## config.mk

```make
export PLATFORM = sky130hd
export DESIGN_NAME = divider_seq
export DESIGN_NICKNAME = d
export VERILOG_FILES = /design/src/rtl/divider_seq.sv
export SDC_FILE = /design/constraint.sdc
export NUM_CORES = 1
export LEC_CHECK = 0
export ABC_AREA = 1
export CORE_ASPECT_RATIO = 0.5
export CORE_UTILIZATION = 61
export CTS_BUF_LIST = sky130_fd_sc_hd__clkbuf_8
export DETAILED_ROUTE_END_ITERATION = 8
export GPL_TIMING_DRIVEN = 1
export PLACE_DENSITY = 0.95
export SLEW_MARGIN = 20
export SYNTH_ARGS = -nofsm -noshare
export SYNTH_HDL_FRONTEND = slang
export SYNTH_SLANG_ARGS = --single-unit
```

## constraint.sdc

```tcl
create_clock -name clock -period 2.6 [get_ports clock]
set_input_delay 0.39 -clock clock [delete_from_list [all_inputs] [get_ports clock]]
set_output_delay 0.39 -clock clock [all_outputs]
set_load 0.05 [all_outputs]
```

## src/rtl/divider_seq.sv

```systemverilog
// divider_seq: 8-bit unsigned restoring divider, one quotient bit per clock.
// A start accepted in IDLE or DONE captures the operands. A zero divisor is
// answered at once through DONE. Any other divisor runs eight RUN steps and
// then loads Q and R. Q, R and div_by_zero hold between results.
module divider_seq (
    input  logic       clock,
    input  logic       reset_n,
    input  logic       start,
    input  logic [7:0] A,
    input  logic [7:0] B,
    output logic [7:0] Q,
    output logic [7:0] R,
    output logic       complete,
    output logic       busy,
    output logic       div_by_zero
);

    typedef enum logic [1:0] {
        IDLE = 2'd0,
        RUN  = 2'd1,
        DONE = 2'd2
    } state_t;

    state_t      state_q, state_d;
    logic [7:0]  b_q, b_d;
    logic [7:0]  rem_q, rem_d;
    logic [7:0]  quo_q, quo_d;
    logic [2:0]  cnt_q, cnt_d;
    logic [7:0]  q_q, q_d;
    logic [7:0]  r_q, r_d;
    logic        dbz_q, dbz_d;
    logic        busy_q, busy_d;
    logic        cmpl_q, cmpl_d;

    // Datapath for one restoring step.
    // The shifted remainder is 9 bits wide so that the carry out of rem is kept for the compare.
    // After a subtract the value is below B, so the low 8 bits are the exact remainder.
    logic [8:0]  rem_sh_s;
    logic        ge_s;
    logic [7:0]  rem_step_s;
    logic [7:0]  quo_step_s;

    // One restoring-division step computed from the current working registers
    always_comb begin
        rem_sh_s   = {rem_q, quo_q[7]};
        ge_s       = (rem_sh_s >= {1'b0, b_q});
        if (ge_s) begin
            rem_step_s = rem_sh_s[7:0] - b_q;
        end else begin
            rem_step_s = rem_sh_s[7:0];
        end
        quo_step_s = {quo_q[6:0], ge_s};
    end

    // Next-state and next-register logic; everything holds unless updated below
    always_comb begin
        state_d = state_q;
        b_d     = b_q;
        rem_d   = rem_q;
        quo_d   = quo_q;
        cnt_d   = cnt_q;
        q_d     = q_q;
        r_d     = r_q;
        dbz_d   = dbz_q;
        case (state_q)
            IDLE, DONE: begin
                if (start) begin
                    b_d   = B;
                    rem_d = 8'd0;
                    quo_d = A;
                    cnt_d = 3'd0;
                    dbz_d = 1'b0;
                    if (B == 8'd0) begin
                        state_d = DONE;
                        q_d     = 8'hFF;
                        r_d     = A;
                        dbz_d   = 1'b1;
                    end else begin
                        state_d = RUN;
                    end
                end else begin
                    state_d = IDLE;
                end
            end
            RUN: begin
                rem_d = rem_step_s;
                quo_d = quo_step_s;
                cnt_d = cnt_q + 3'd1;
                if (cnt_q == 3'd7) begin
                    q_d     = quo_step_s;
                    r_d     = rem_step_s;
                    state_d = DONE;
                end else begin
                    state_d = RUN;
                end
            end
            default: begin
                state_d = IDLE;
            end
        endcase
        busy_d = (state_d == RUN);
        cmpl_d = (state_d == DONE);
    end

    // State, working and output registers with asynchronous clear
    always_ff @(posedge clock or negedge reset_n) begin
        if (!reset_n) begin
            state_q <= IDLE;
            b_q     <= 8'd0;
            rem_q   <= 8'd0;
            quo_q   <= 8'd0;
            cnt_q   <= 3'd0;
            q_q     <= 8'd0;
            r_q     <= 8'd0;
            dbz_q   <= 1'b0;
            busy_q  <= 1'b0;
            cmpl_q  <= 1'b0;
        end else begin
            state_q <= state_d;
            b_q     <= b_d;
            rem_q   <= rem_d;
            quo_q   <= quo_d;
            cnt_q   <= cnt_d;
            q_q     <= q_d;
            r_q     <= r_d;
            dbz_q   <= dbz_d;
            busy_q  <= busy_d;
            cmpl_q  <= cmpl_d;
        end
    end

    assign Q           = q_q;
    assign R           = r_q;
    assign complete    = cmpl_q;
    assign busy        = busy_q;
    assign div_by_zero = dbz_q;

endmodule

```

==> impl_metrics.py <==
metrics = {
    "cts": {
        "clk_latency_ns": 0.32,
        "cts_tree": "yes",
        "ctsResizeCount": 0,
        "cts_htree_levels": 2,
        "numCtsBuffers": 5,
        "cts.sinks": 48,
        "root_buffer": "clkbuf_8",
        "clockBufferDepth": 2,
        "clk_pin_slew_worst_paths_ns": 0.10,
    },
    "final_layout": {
        "insertedDiodeCount": 0,
        "multi_input_area_mm2": 0.001277,
        "fill_cells": 251,
        "drive_above_1_share_pct": 11.37,
        "syn_to_final_growth_pct": 19.61,
        "finalNetCount": 416,
        "seqCellArea_mm2": 0.001201,
    },
    "detailed_routing": {
        "drt-pass1-iter-count": 7,
        "drtIter0Drc": 282,
        "routedWlPerCell_um": 15.83,
        "drcViolationCount": 0,
        "dr_total_vias": 2651,
        "finalWirelength_mm": 6.979,
        "vias_per_cell": 6.011,
        "ant_nets": 0,
    },
    "worst_setup_path": {
        "critPathRequiredTime_ns": 2.82,
        "path_cells": "ha_1 -> nand2_1 -> inv_1 -> nand2_1 -> nand2_1 -> nand2_1 -> nand4_4 -> nand3_1 -> nand3_1 -> nand2_1 -> inv_1",
        "ff2ff_path_depth": 11,
        "crit_buf_inv": 2,
        "critPathSlowestCell": "dfrtp_1",
        "critPathMaxStageDelay_ns": 0.45,
        "crit_start": "rem_q[2]",
        "crit_end": "R[3]",
        "arrival_ns": 2.23,
        "crit_fanout": 10,
        "cp_common_cell": "nand2_1",
        "worstSetupStartpointType": "flip-flop",
        "r2r_start": "rem_q[2]",
        "r2r_slack_ns": 0.59,
        "path_delay_family": "simple AND/OR/NAND/NOR gates",
        "path_depth": 11,
        "critical_path_class": "reg2reg",
        "end_kind": "flip-flop",
        "r2r_end": "R[3]",
    },
    "synth": {
        "post_synth_instance_area_mm2": 0.002769,
        "synth_largest_area_cell": "dfrtp_1",
        "yosysWarningCount": 0,
        "ys_ff_latch": 48,
        "synthArstFlopShare_pct": 100.0,
        "synthTopCellsByCount": "nand2_1 (83), inv_1 (51), dfrtp_1 (48), nand3_1 (29), o21ai_0 (24)",
        "synthFlopType": "dfrtp_1",
        "synth_cell_types": 34,
        "syn-num-nets": 377,
        "syn_area_per_cell_um2": 7.980,
        "synth.area.top_cells": "dfrtp_1 (43%), nand2_1 (11%), inv_1 (6.9%), nand3_1 (5.2%), ha_1 (4.5%)",
        "synth-edff-count": 0,
        "synth_top_area_share_pct": 43.38,
        "yosysSeqAreaShare_pct": 43.38,
        "synth_cells": 347,
        "yosysMostFrequentCell": "nand2_1",
    },
    "floorplanning": {
        "die_y_um": 49.64,
        "die-area_mm2": 0.004829,
        "initial_core_util_pct": 67.14,
        "std_cell_rows": 16,
        "core_area_mm2": 0.004124,
        "ios": 38,
        "fp.dieW_um": 97.28,
    },
    "global_route": {
        "track_usage_pct": 31.69,
        "grt_pass1_vias": 2548,
        "grt_pass1_wl_mm": 11.88,
        "grt_max_degree": 25,
        "antenna_found_initial": 0,
        "gr-total-overflow": 0,
    },
    "sta": {
        "relSlewSlack_pct": 65.46,
        "drv_slew": 0,
        "setup_tns_ns": 0,
        "period_share_pct": 77.30,
        "finClkSkew_ns": 0.006236,
        "rsz0062_at_grt": "no",
        "setup-violations-final": 0,
        "layout_min_cycle_time_ns": 2.010,
        "fmax_ghz": 0.4975,
        "hold_violations": 0,
        "tightest_slew_ns": 0.5165,
    },
    "placed_design": {
        "io_buffers": 37,
        "dpl.hpwl_mm": 4.861,
        "place.gp.congestion": 0.8607,
    },
    "outcome": {
        "outcome": "completed",
    },
    "run": {
        "drv_cap": 0,
    },
    "min_path": {
        "hp-class": "in2async",
    },
}
per-stage QoR:
step | cells | setup slack, ns | instance area (um^2) | hold slack [ns] | util, %
after detailed placement | 432 | 0.6538 | 3164 | 0.2341 | 76.73
after CTS | 441 | 0.6740 | 3312 | 0.4360 | 80.31
after global placement | 432 | 0.7087 | 3164 | 0.2310 | 76.73
after floorplan | 347 | 0.9605 | 2769 | 0.09441 | -
final | 441 | 0.5901 | 3312 | 0.4412 | 80.31
after global routing | 441 | 0.5030 | 3312 | 0.4631 | 80.31
cells in the final DEF, fill, tap and decap left out, types with 2 or more instances in the layout:
cell type	synthesis	final
clkbuf_8	0	5
dfrtp_1	48	48
nand4_2	2	2
nand4_4	2	2
or2_2	3	3
nand2_1	83	83
nand3_4	2	2
inv_1	51	51
inv_2	7	7
buf_4	1	4
nand2_2	2	2
o21ai_0	24	24
or2_1	5	5
nand3_1	29	29
a21oi_1	12	12
ha_1	10	10
nor2_1	21	21
o22ai_1	2	2
o21ai_1	4	4
bufinv_16	0	2
nand4_1	9	9
nor2_2	3	3
clkdlybuf4s50_1	0	36
nand3_2	2	2
xnor2_1	3	3
a22o_1	2	2
o21ai_2	4	4
worst reg2reg max path, stage by stage, from the launching register on:
cell and delay (ns):
dfrtp_1 0.45, ha_1 0.36, nand2_1 0.14, inv_1 0.07
nand2_1 0.13, nand2_1 0.07, nand2_1 0.11, nand4_4 0.18
nand3_1 0.17, nand3_1 0.12, nand2_1 0.08, inv_1 0.04
sequential cells by signal (all words and copies together) (netlist names):
name         cells
Q                8
R                8
b_q              8
busy             1
cnt_q            3
complete         1
div_by_zero      1
quo_q            8
rem_q            8
state_q          2
final cells by class:
class                   instances  area share, %
clock buffers                   5          2.078
flip-flops and latches         48          36.27
clock inverters                 3          2.078
repair buffers                 42          12.24
well taps                      54          2.040
inverters                      59          6.725
multi-input cells             230          38.57
worst min-delay path by stage:
stage,start,endpoint,slack [ns]
floorplan,reset_n,Q[0],0.09
global placement,reset_n,b_q[4],0.23
detailed placement,reset_n,b_q[4],0.23
CTS,reset_n,b_q[4],0.44
global route,reset_n,b_q[5],0.46
finish,reset_n,b_q[5],0.44
metal layers:
metal  vias to the layer above  track usage [%]  routed length (um)
met4                         0            15.20                 315
met2                       185            51.76                3133
met1                      1221            39.85                2850
li1                       1191                -                   -
met5                         -                0                   0
met3                        54            8.511                 679
timing repair:
item | CTS | global route
hold buffers | 1 | 0
setup buffers | 0 | 0
hold endpoints to repair | 6 | 0
cells by family after synthesis:
| logic type | share of synthesized area (%) |
|---|---|
| AND/OR/NAND/NOR | 29.78 |
| buffers and inverters | 10.48 |
| AO/OA/AOI/OAI | 10.17 |
| flip-flops | 43.38 |
| adder cells (fa/ha/maj) | 5.242 |
| XOR/XNOR | 0.9491 |
Power is left out: the tool's default activity adds up to more than one toggle a clock period on the data nets, which glitch-free logic cannot reach.
